**config.mk**
```make
export PLATFORM = sky130hd
export DESIGN_NAME = clint_mmio
export DESIGN_NICKNAME = d
export VERILOG_FILES = /design/src/rtl/clint_mmio_pkg.sv /design/src/rtl/clint_timer.sv /design/src/rtl/clint_mmio.sv
export SDC_FILE = /design/constraint.sdc
export NUM_CORES = 1
export LEC_CHECK = 0
export CORE_MARGIN = 2
export CORE_UTILIZATION = 55
export DETAILED_ROUTE_END_ITERATION = 8
export PLACE_DENSITY = 0.78
export SLEW_MARGIN = 5
export SYNTH_ARGS = -nofsm -noshare
export SYNTH_HDL_FRONTEND = slang
export SYNTH_SLANG_ARGS = --single-unit
```
**constraint.sdc**
```tcl
create_clock -name clk -period 6.4 [get_ports clk]
set_input_delay 0.96 -clock clk [delete_from_list [all_inputs] [get_ports clk]]
set_output_delay 0.96 -clock clk [all_outputs]
set_load 0.02 [all_outputs]
```
**src/rtl/clint_mmio_pkg.sv**
```systemverilog
// clint_mmio_pkg: shared definitions for the CLINT memory-mapped block.
//   - Word offsets of the decoded registers inside the 64 KiB window.
//   - Bus FSM state encoding.
//   - merge_bytes(): byte-lane merge used by every writable register.
package clint_mmio_pkg;

    localparam logic [15:0] OFF_MSIP        = 16'h0000;
    localparam logic [15:0] OFF_MTIMECMP_LO = 16'h4000;
    localparam logic [15:0] OFF_MTIMECMP_HI = 16'h4004;
    localparam logic [15:0] OFF_MTIME_LO    = 16'hBFF8;
    localparam logic [15:0] OFF_MTIME_HI    = 16'hBFFC;

    typedef enum logic {
        ST_IDLE = 1'b0,
        ST_RESP = 1'b1
    } bus_state_t;

    // Bytes whose enable bit is set take new_word, the rest keep old_word.
    function automatic logic [31:0] merge_bytes(
        input logic [31:0] old_word,
        input logic [31:0] new_word,
        input logic [3:0]  byte_en
    );
        logic [31:0] merged;
        merged = old_word;
        for (int i = 0; i < 4; i++) begin
            if (byte_en[i]) begin
                merged[8*i +: 8] = new_word[8*i +: 8];
            end
        end
        return merged;
    endfunction

endpackage

```
**src/rtl/clint_timer.sv**
```systemverilog
// clint_timer: prescaler, 64-bit mtime counter, mtimecmp register and the
// timer interrupt compare.
//   clk, reset (async, active-low)
//   wr_mtime_lo/hi, wr_cmp_lo/hi : one-cycle write strobes from the bus decode
//   wdata, byte_select           : write data and byte-lane enables
//   mtime, mtimecmp              : current register values (for readback)
//   mtimer_irq                   : registered (mtime >= mtimecmp)
module clint_timer
    import clint_mmio_pkg::*;
#(
    parameter int unsigned TICK_DIV = 1
) (
    input  logic        clk,
    input  logic        reset,
    input  logic        wr_mtime_lo,
    input  logic        wr_mtime_hi,
    input  logic        wr_cmp_lo,
    input  logic        wr_cmp_hi,
    input  logic [31:0] wdata,
    input  logic [3:0]  byte_select,
    output logic [63:0] mtime,
    output logic [63:0] mtimecmp,
    output logic        mtimer_irq
);

    logic [15:0] presc_reg, presc_next;
    logic [63:0] mtime_reg, mtime_next, mtime_inc;
    logic [63:0] mtimecmp_reg, mtimecmp_next;
    logic        mtimer_irq_reg;
    logic        tick;

    assign tick      = (presc_reg == 16'(TICK_DIV - 1));
    assign presc_next = tick ? 16'd0 : presc_reg + 16'd1;

    // The full 64-bit increment is formed first so a carry out of the low
    // half reaches the high half even when the high half is partly written.
    assign mtime_inc = mtime_reg + {63'd0, tick};

    always_comb begin
        mtime_next    = mtime_inc;
        mtimecmp_next = mtimecmp_reg;
        if (wr_mtime_lo) mtime_next[31:0]     = merge_bytes(mtime_inc[31:0],     wdata, byte_select);
        if (wr_mtime_hi) mtime_next[63:32]    = merge_bytes(mtime_inc[63:32],    wdata, byte_select);
        if (wr_cmp_lo)   mtimecmp_next[31:0]  = merge_bytes(mtimecmp_reg[31:0],  wdata, byte_select);
        if (wr_cmp_hi)   mtimecmp_next[63:32] = merge_bytes(mtimecmp_reg[63:32], wdata, byte_select);
    end

    always_ff @(posedge clk or negedge reset) begin
        if (!reset) begin
            presc_reg      <= 16'd0;
            mtime_reg      <= 64'd0;
            mtimecmp_reg   <= 64'hFFFF_FFFF_FFFF_FFFF;
            mtimer_irq_reg <= 1'b0;
        end else begin
            presc_reg      <= presc_next;
            mtime_reg      <= mtime_next;
            mtimecmp_reg   <= mtimecmp_next;
            // Compare uses the values before this edge's updates.
            mtimer_irq_reg <= (mtime_reg >= mtimecmp_reg);
        end
    end

    assign mtime      = mtime_reg;
    assign mtimecmp   = mtimecmp_reg;
    assign mtimer_irq = mtimer_irq_reg;

endmodule

```
**src/rtl/clint_mmio.sv**
```systemverilog
// clint_mmio: RISC-V style core-local interruptor on a simple CPU data port.
//   clk, reset (async, active-low)
//   addr, wdata, ren, wen, byte_select : CPU data-port request
//   rdata      : registered read data, valid while in RESP
//   ready      : low only while a hit read is waiting in IDLE
//   msw_irq    : machine software interrupt (msip bit 0)
//   mtimer_irq : machine timer interrupt
// Reads take one stall cycle (IDLE -> RESP); writes complete with no stall.
module clint_mmio
    import clint_mmio_pkg::*;
#(
    parameter logic [31:0] BASE_ADDR = 32'h0200_0000,
    parameter int unsigned TICK_DIV  = 1
) (
    input  logic        clk,
    input  logic        reset,
    input  logic [31:0] addr,
    input  logic [31:0] wdata,
    input  logic        ren,
    input  logic        wen,
    input  logic [3:0]  byte_select,
    output logic [31:0] rdata,
    output logic        ready,
    output logic        msw_irq,
    output logic        mtimer_irq
);

    bus_state_t  state_reg;
    logic [31:0] rdata_reg;
    logic        msip_reg;
    logic [31:0] rd_word;
    logic [15:0] offset;
    logic        hit, idle, rd_accept, wr_accept;
    logic [63:0] mtime, mtimecmp;
    logic [1:0]  unused_addr_lsbs;

    // Byte offset bits [1:0] do not select anything.
    assign unused_addr_lsbs = addr[1:0];

    assign hit       = (addr[31:16] == BASE_ADDR[31:16]);
    assign offset    = {addr[15:2], 2'b00};
    assign idle      = (state_reg == ST_IDLE);
    assign wr_accept = idle & hit & wen;
    // Gating with reset keeps ready high while reset is held low.
    assign rd_accept = reset & idle & hit & ren;
    assign ready     = ~rd_accept;

    always_comb begin
        rd_word = 32'd0;
        unique case (offset)
            OFF_MSIP:        rd_word = {31'd0, msip_reg};
            OFF_MTIMECMP_LO: rd_word = mtimecmp[31:0];
            OFF_MTIMECMP_HI: rd_word = mtimecmp[63:32];
            OFF_MTIME_LO:    rd_word = mtime[31:0];
            OFF_MTIME_HI:    rd_word = mtime[63:32];
            default:         rd_word = 32'd0;
        endcase
    end

    always_ff @(posedge clk or negedge reset) begin
        if (!reset) begin
            state_reg <= ST_IDLE;
            rdata_reg <= 32'd0;
            msip_reg  <= 1'b0;
        end else begin
            unique case (state_reg)
                ST_IDLE: begin
                    if (hit && ren) begin
                        state_reg <= ST_RESP;
                        rdata_reg <= rd_word;
                    end
                    if (wr_accept && offset == OFF_MSIP && byte_select[0]) begin
                        msip_reg <= wdata[0];
                    end
                end
                // Requests still presented in RESP are the one just served.
                ST_RESP: state_reg <= ST_IDLE;
                default: state_reg <= ST_IDLE;
            endcase
        end
    end

    clint_timer #(
        .TICK_DIV (TICK_DIV)
    ) u_timer (
        .clk         (clk),
        .reset       (reset),
        .wr_mtime_lo (wr_accept && offset == OFF_MTIME_LO),
        .wr_mtime_hi (wr_accept && offset == OFF_MTIME_HI),
        .wr_cmp_lo   (wr_accept && offset == OFF_MTIMECMP_LO),
        .wr_cmp_hi   (wr_accept && offset == OFF_MTIMECMP_HI),
        .wdata       (wdata),
        .byte_select (byte_select),
        .mtime       (mtime),
        .mtimecmp    (mtimecmp),
        .mtimer_irq  (mtimer_irq)
    );

    assign rdata   = rdata_reg;
    assign msw_irq = msip_reg;

endmodule

```
==> results of run 1 <==
power groups by stage:
stage	logic (mW)	registers, mW	clock network (mW)
final	0.0857	1.13	1.23
after global routing	0.0938	1.13	1.29
after CTS	0.0869	1.13	1.24
after detailed placement	0.0865	1.15	0
after global placement	0.0858	1.15	0
after floorplan	0.00524	1.15	0
cell usage in the layout, fill, tap and decap left out, drive strengths merged, types with 38 or more instances in the layout:
master / n
a21oi: 65
clkdlybuf4s50: 103
dfrtp: 115
dfstp: 64
ha: 68
inv: 90
mux2: 90
nand2: 74
nand4: 45
nor2: 72
o21ai: 41
xnor2: 38
xor2: 38
final cells by class:
cell class	instances	area (sq um)
fill	1475	6280
timing repair buffer	113	1110
inverter	85	319
tap	234	293
sequential	179	4560
clock inverter	14	245
multi-input combinational	734	5400
clock buffer	18	439
metrics by stage:
stage | hold slack [ns] | area (sq um)
6_report | 0.475 | 12400
5_1_grt | 0.517 | 12400
4_1_cts | 0.484 | 12400
3_5_place_dp | 0.469 | 11700
3_3_place_gp | 0.460 | 11700
2_1_floorplan | 0.447 | 10400
kinds of logic after synthesis:
group	count (synthesis)	share of synthesized area, %
xor+xnor	76	6.41
buf+inv	116	4.34
mux	91	9.86
compound gates	190	12.0
simple gates	309	15.3
flops	179	43.9
fa+ha+maj	68	8.19
layer usage:
metal	GRT usage [%]	wire, microns	vias up
met3	6.14	2250	79
met1	38.7	11800	4174
met2	45.2	12900	379
li1	-	-	3926
met5	0	0	-
met4	12.1	1010	0
worst max-delay path: cells and delay by family:
| family | cells | cell delay (ns) |
|---|---|---|
| simple gates | 5 | 1.52 |
| buf+inv | 3 | 1.15 |
path summary, 6_finish.rpt:
check	from	endpoint	slack, ns	depth (start not counted)
worst max-delay path	addr[16]	ready	1.81	8
worst min-delay path	rdata[15]$_DFFE_PN0P_	rdata[15]$_DFFE_PN0P_	0.47	2
worst max register to register	u_timer.presc_reg[0]$_DFF_PN0_	u_timer.mtime[53]$_DFF_PN0_	2.49	10
worst min register to register	rdata[15]$_DFFE_PN0P_	rdata[15]$_DFFE_PN0P_	0.47	2
max in group asynchronous	reset	rdata[29]$_DFFE_PN0P_	4.59	2
min in group asynchronous	reset	u_timer.mtime[43]$_DFF_PN0_	0.49	1
==> flow_metrics.tcl, run 1 <==
set metrics [dict create \
    status "finished clean" \
    hold_viol_final 0 \
    grt_max_degree 72 \
    syn_area_per_cell_sq_um 10.1 \
    synth_enable_flop_cells 0 \
    synth.yosys.seq_area_share_pct 43.9 \
    netlist_instances 1029 \
    first_pass_iters 5 \
    cts.sinks 179 \
    ctsResizeCount 0 \
    layout-drive-gt1-share_pct 18.6 \
    crit_required_ns 5.44 \
    insertion_delay_ns 0.44 \
    p_clk_share_pct 50.2 \
    antenna_found_initial 0 \
    synthTopCellsByCount "dfrtp_1 (115), mux2_2 (90), inv_1 (85), nand2_1 (74), ha_1 (68)" \
    drv_cap 0 \
    fmax_mhz 218 \
    ys_async_sr_fraction_pct 100 \
    path_cells "clkdlybuf4s50_1, or4_1, nor3_1, and3_1, nand2_1, inv_1, nand2_1, clkdlybuf4s50_1" \
    yosysWarnings 0 \
    p_sw_mw 0.522 \
    crit_slowest_cell "clkdlybuf4s50_1" \
    setup_viol 0 \
    postCtsSetupRepairBufs 0 \
    grt_overflow 0 \
    worstSetupPathType "in2out" \
    rows 50 \
    ir_drop_uv 182 \
    drt_iter0_drc 802 \
    final_nets 1270 \
    initial_utilization_pct 55.7 \
    synth_most_common_cell "dfrtp_1" \
    synth_top_area_cell "dfrtp_1" \
    leakage_nw 5.14 \
    via_per_inst 6.21 \
    timing.final.crit_share_pct 71.7 \
    endpoint_kind "output port" \
    synth_top_cell_area_share_pct 27.7 \
    yosys-top-cells-area "dfrtp_1 (28%), dfstp_2 (16%), mux2_2 (9.8%), ha_1 (8.2%), xnor2_1 (3.2%)" \
    synthDistinctLibCells 48 \
    die_area_sq_um 20000 \
    rsz0062_at_grt "false" \
    fin_ws_ns 1.81 \
    first_global_vias 8525 \
    cts-hold-fix-buffers 0 \
    clk_path_buf_depth 2 \
    place_ws_ns 1.86 \
    clk_pin_slew_ns 0.07 \
    areaGrowthSynthToFinish_pct 19.1 \
    power_frac_comb_pct 3.5 \
    cts_max_level 4 \
    grt_pass1_wl_mm 44.7 \
    p_int_mw 1.92 \
    seq_power_share_pct 46.3 \
    grt_usage_pct 28.7 \
    clock_skew_ns 0.0102 \
    core_area_sq_um 18600 \
    vias 8558 \
    cp_max_fo 11 \
    fp.dieH_microns 141 \
    slew_headroom_pct 18.2 \
    ys.flop_type "dfrtp_1" \
    dp_hpwl_mm 19.7 \
    start_kind "input port" \
    synth_nets 1169 \
    port-buffer-count 104 \
    ant_nets 0 \
    netSwitchingFraction_pct 21.4 \
    cts_root_buf "clkbuf_16" \
    worst_pin_slew_ns 1.22 \
    drt-wirelength-per-cell_microns 20.3 \
    final_core_util_pct 66.3 \
    drc 0 \
    slew_viol_final 0 \
    syn_area_sq_um 10400 \
    cp.arrival_ns 3.63 \
    power_density_nw_per_um2 198 \
    wl_mm 27.9 \
    power_mw 2.44 \
    ys_ff_latch 179 \
    globalplace.congestion 0.933 \
    cts_tree "built" \
    slowest_delay_ns 0.56 \
    cts_buffers 17 \
    io_pins 107 \
    post-place-cells 1345 \
    period_minus_slack_ns 4.59 \
    finalNonFillerCells 1377 \
    antenna_cells 0 \
    finalSetupTns_ns 0 \
    hold_path.class "reg2reg" \
    die_w_microns 141 \
]
Power figures use the tool's default switching activity.
==> run 2: changes to the inputs <==
==> constraint.sdc (replaced) <==
create_clock -name clk -period 4.5 [get_ports clk]
set_input_delay 0.675 -clock clk [delete_from_list [all_inputs] [get_ports clk]]
set_output_delay 0.675 -clock clk [all_outputs]
set_load 0.02 [all_outputs]
==> flow_metrics.tcl, run 2 (same netlist as run 1, synthesis figures left out) <==
set metrics [dict create \
    cts_root_buf "clkbuf_16" \
    leakage_nw 5.14 \
    hold_path.class "in2async" \
    mostFrequentLayoutCells "dfrtp_1 (115), clkdlybuf4s50_1 (103), mux2_2 (90)" \
    port-buffer-count 104 \
    final_nets 1280 \
    cts-hold-fix-buffers 0 \
    final_common_cell "dfrtp_1" \
    crit_required_ns 3.83 \
    grt_max_degree 72 \
    io_pins 107 \
    via_per_inst 6.15 \
    ir_drop_uv 254 \
    nFillCells 1479 \
    clk_pin_slew_ns 0.07 \
    setup_viol 0 \
    worst-path-buf-inv 3 \
    vias 8534 \
    fp.dieH_microns 141 \
    cts_max_level 4 \
    globalplace.congestion 0.907 \
    areaGrowthSynthToFinish_pct 18.9 \
    crit_slowest_cell "clkdlybuf4s50_1" \
    rsz0062_at_grt "false" \
    worst_pin_slew_ns 1.00 \
    cts.sinks 179 \
    status "finished clean" \
    drt_iter0_drc 843 \
    antenna_found_initial 0 \
    ctsResizeCount 0 \
    cp.arrival_ns 3.15 \
    dp_hpwl_mm 19.4 \
    clk_path_buf_depth 2 \
    clock_skew_ns 0.00779 \
    path_cells "clkdlybuf4s50_1, or4_1, nor3_1, and3_1, nand2_1, inv_1, nand2_1, clkdlybuf4s50_1" \
    period_minus_slack_ns 3.82 \
    drc 0 \
    cp_max_fo 3 \
    finalSetupTns_ns 0 \
    cp_top_family "simple AND/OR/NAND/NOR gates" \
    fmax_mhz 262 \
    slowest_delay_ns 0.55 \
    slew_headroom_pct 33.2 \
    timing.final.crit_share_pct 85.0 \
    cts_buffers 17 \
    slew_viol_final 0 \
    wl_mm 27.4 \
    die_w_microns 141 \
    fin_ws_ns 0.676 \
    start_kind "input port" \
    grt_usage_pct 28.2 \
    insertion_delay_ns 0.43 \
    rows 50 \
    drv_cap 0 \
    layout-drive-gt1-share_pct 19.3 \
    ant_nets 0 \
    drt-wirelength-per-cell_microns 19.7 \
    place_ws_ns 0.755 \
    worstSetupPathType "in2out" \
    antenna_cells 0 \
    core_area_sq_um 18600 \
    first_global_vias 8424 \
    hold_viol_final 0 \
    grt_overflow 0 \
    postCtsSetupRepairBufs 0 \
    first_pass_iters 5 \
    die_area_sq_um 20000 \
    endpoint_kind "output port" \
    power_density_nw_per_um2 263 \
    grt_pass1_wl_mm 44.0 \
    power_mw 3.24 \
    cts_tree "built" \
    initial_utilization_pct 55.7 \
]
## run 2: power by group
group | total [mW] | switching (mW) | leakage, nW | internal, mW
registers | 1.61 | 0.00000131 | 2.15 | 1.61
logic | 0.122 | 0.0648 | 2.71 | 0.0570
clock network | 1.51 | 0.669 | 0.281 | 0.842
## run 2: area by class of cell
class / count / area (sq um) / share of cell area, %
Tap cell: 234 / 293 / 2.37
Inverter: 85 / 319 / 2.58
Multi-Input combinational cell: 734 / 5400 / 43.7
Clock buffer: 19 / 443 / 3.59
Timing Repair Buffer: 123 / 1180 / 9.60
Sequential cell: 179 / 4560 / 36.9
Clock inverter: 13 / 149 / 1.21
## run 2: stage by stage
step                instance area, sq um  hold slack (ns)  util [%]  std cells
global placement                   11800            0.460      63.0       1355
detailed placement                 11800            0.464      63.0       1355
global route                       12300            0.189      66.2       1387
CTS                                12300            0.174      66.2       1387
finish                             12300            0.162      66.2       1387
floorplan                          10400            0.379         -       1029
## run 2: per-layer routing
| layer | part of all wire (%) | global-route usage [%] | vias up |
|---|---|---|---|
| met1 | 43 | 37.8 | 4182 |
| met4 | 2.5 | 9.53 | 0 |
| met5 | 0 | 0 | - |
| met3 | 7.2 | 6.11 | 47 |
| li1 | - | - | 3948 |
| met2 | 48 | 45.6 | 357 |
## run 2: worst register-to-register path: cells and delay by family, from the launching register on
kind	cells	cell delay [ns]
and+or+nand+nor	5	2.09
adders and majority gates	2	0.39
buffers and inverters	1	0.09
DFF	1	0.44
xor gates and xnor gates	1	0.12
muxes	1	0.28
## run 2: final timing paths
| kind | depth (start not counted) | slack, ns | end | start |
|---|---|---|---|---|
| min in group clk | 1 | 0.48 | u_timer.presc_reg[15]$_DFF_PN0_ | u_timer.presc_reg[15]$_DFF_PN0_ |
| max | 8 | 0.68 | ready | addr[16] |
| min | 1 | 0.16 | rdata[10]$_DFFE_PN0P_ | reset |
| max reg2reg | 10 | 0.96 | u_timer.mtime[63]$_DFF_PN0_ | u_timer.presc_reg[0]$_DFF_PN0_ |
| max in group asynchronous | 2 | 3.05 | rdata[29]$_DFFE_PN0P_ | reset |
| min reg2reg | 1 | 0.48 | u_timer.presc_reg[15]$_DFF_PN0_ | u_timer.presc_reg[15]$_DFF_PN0_ |
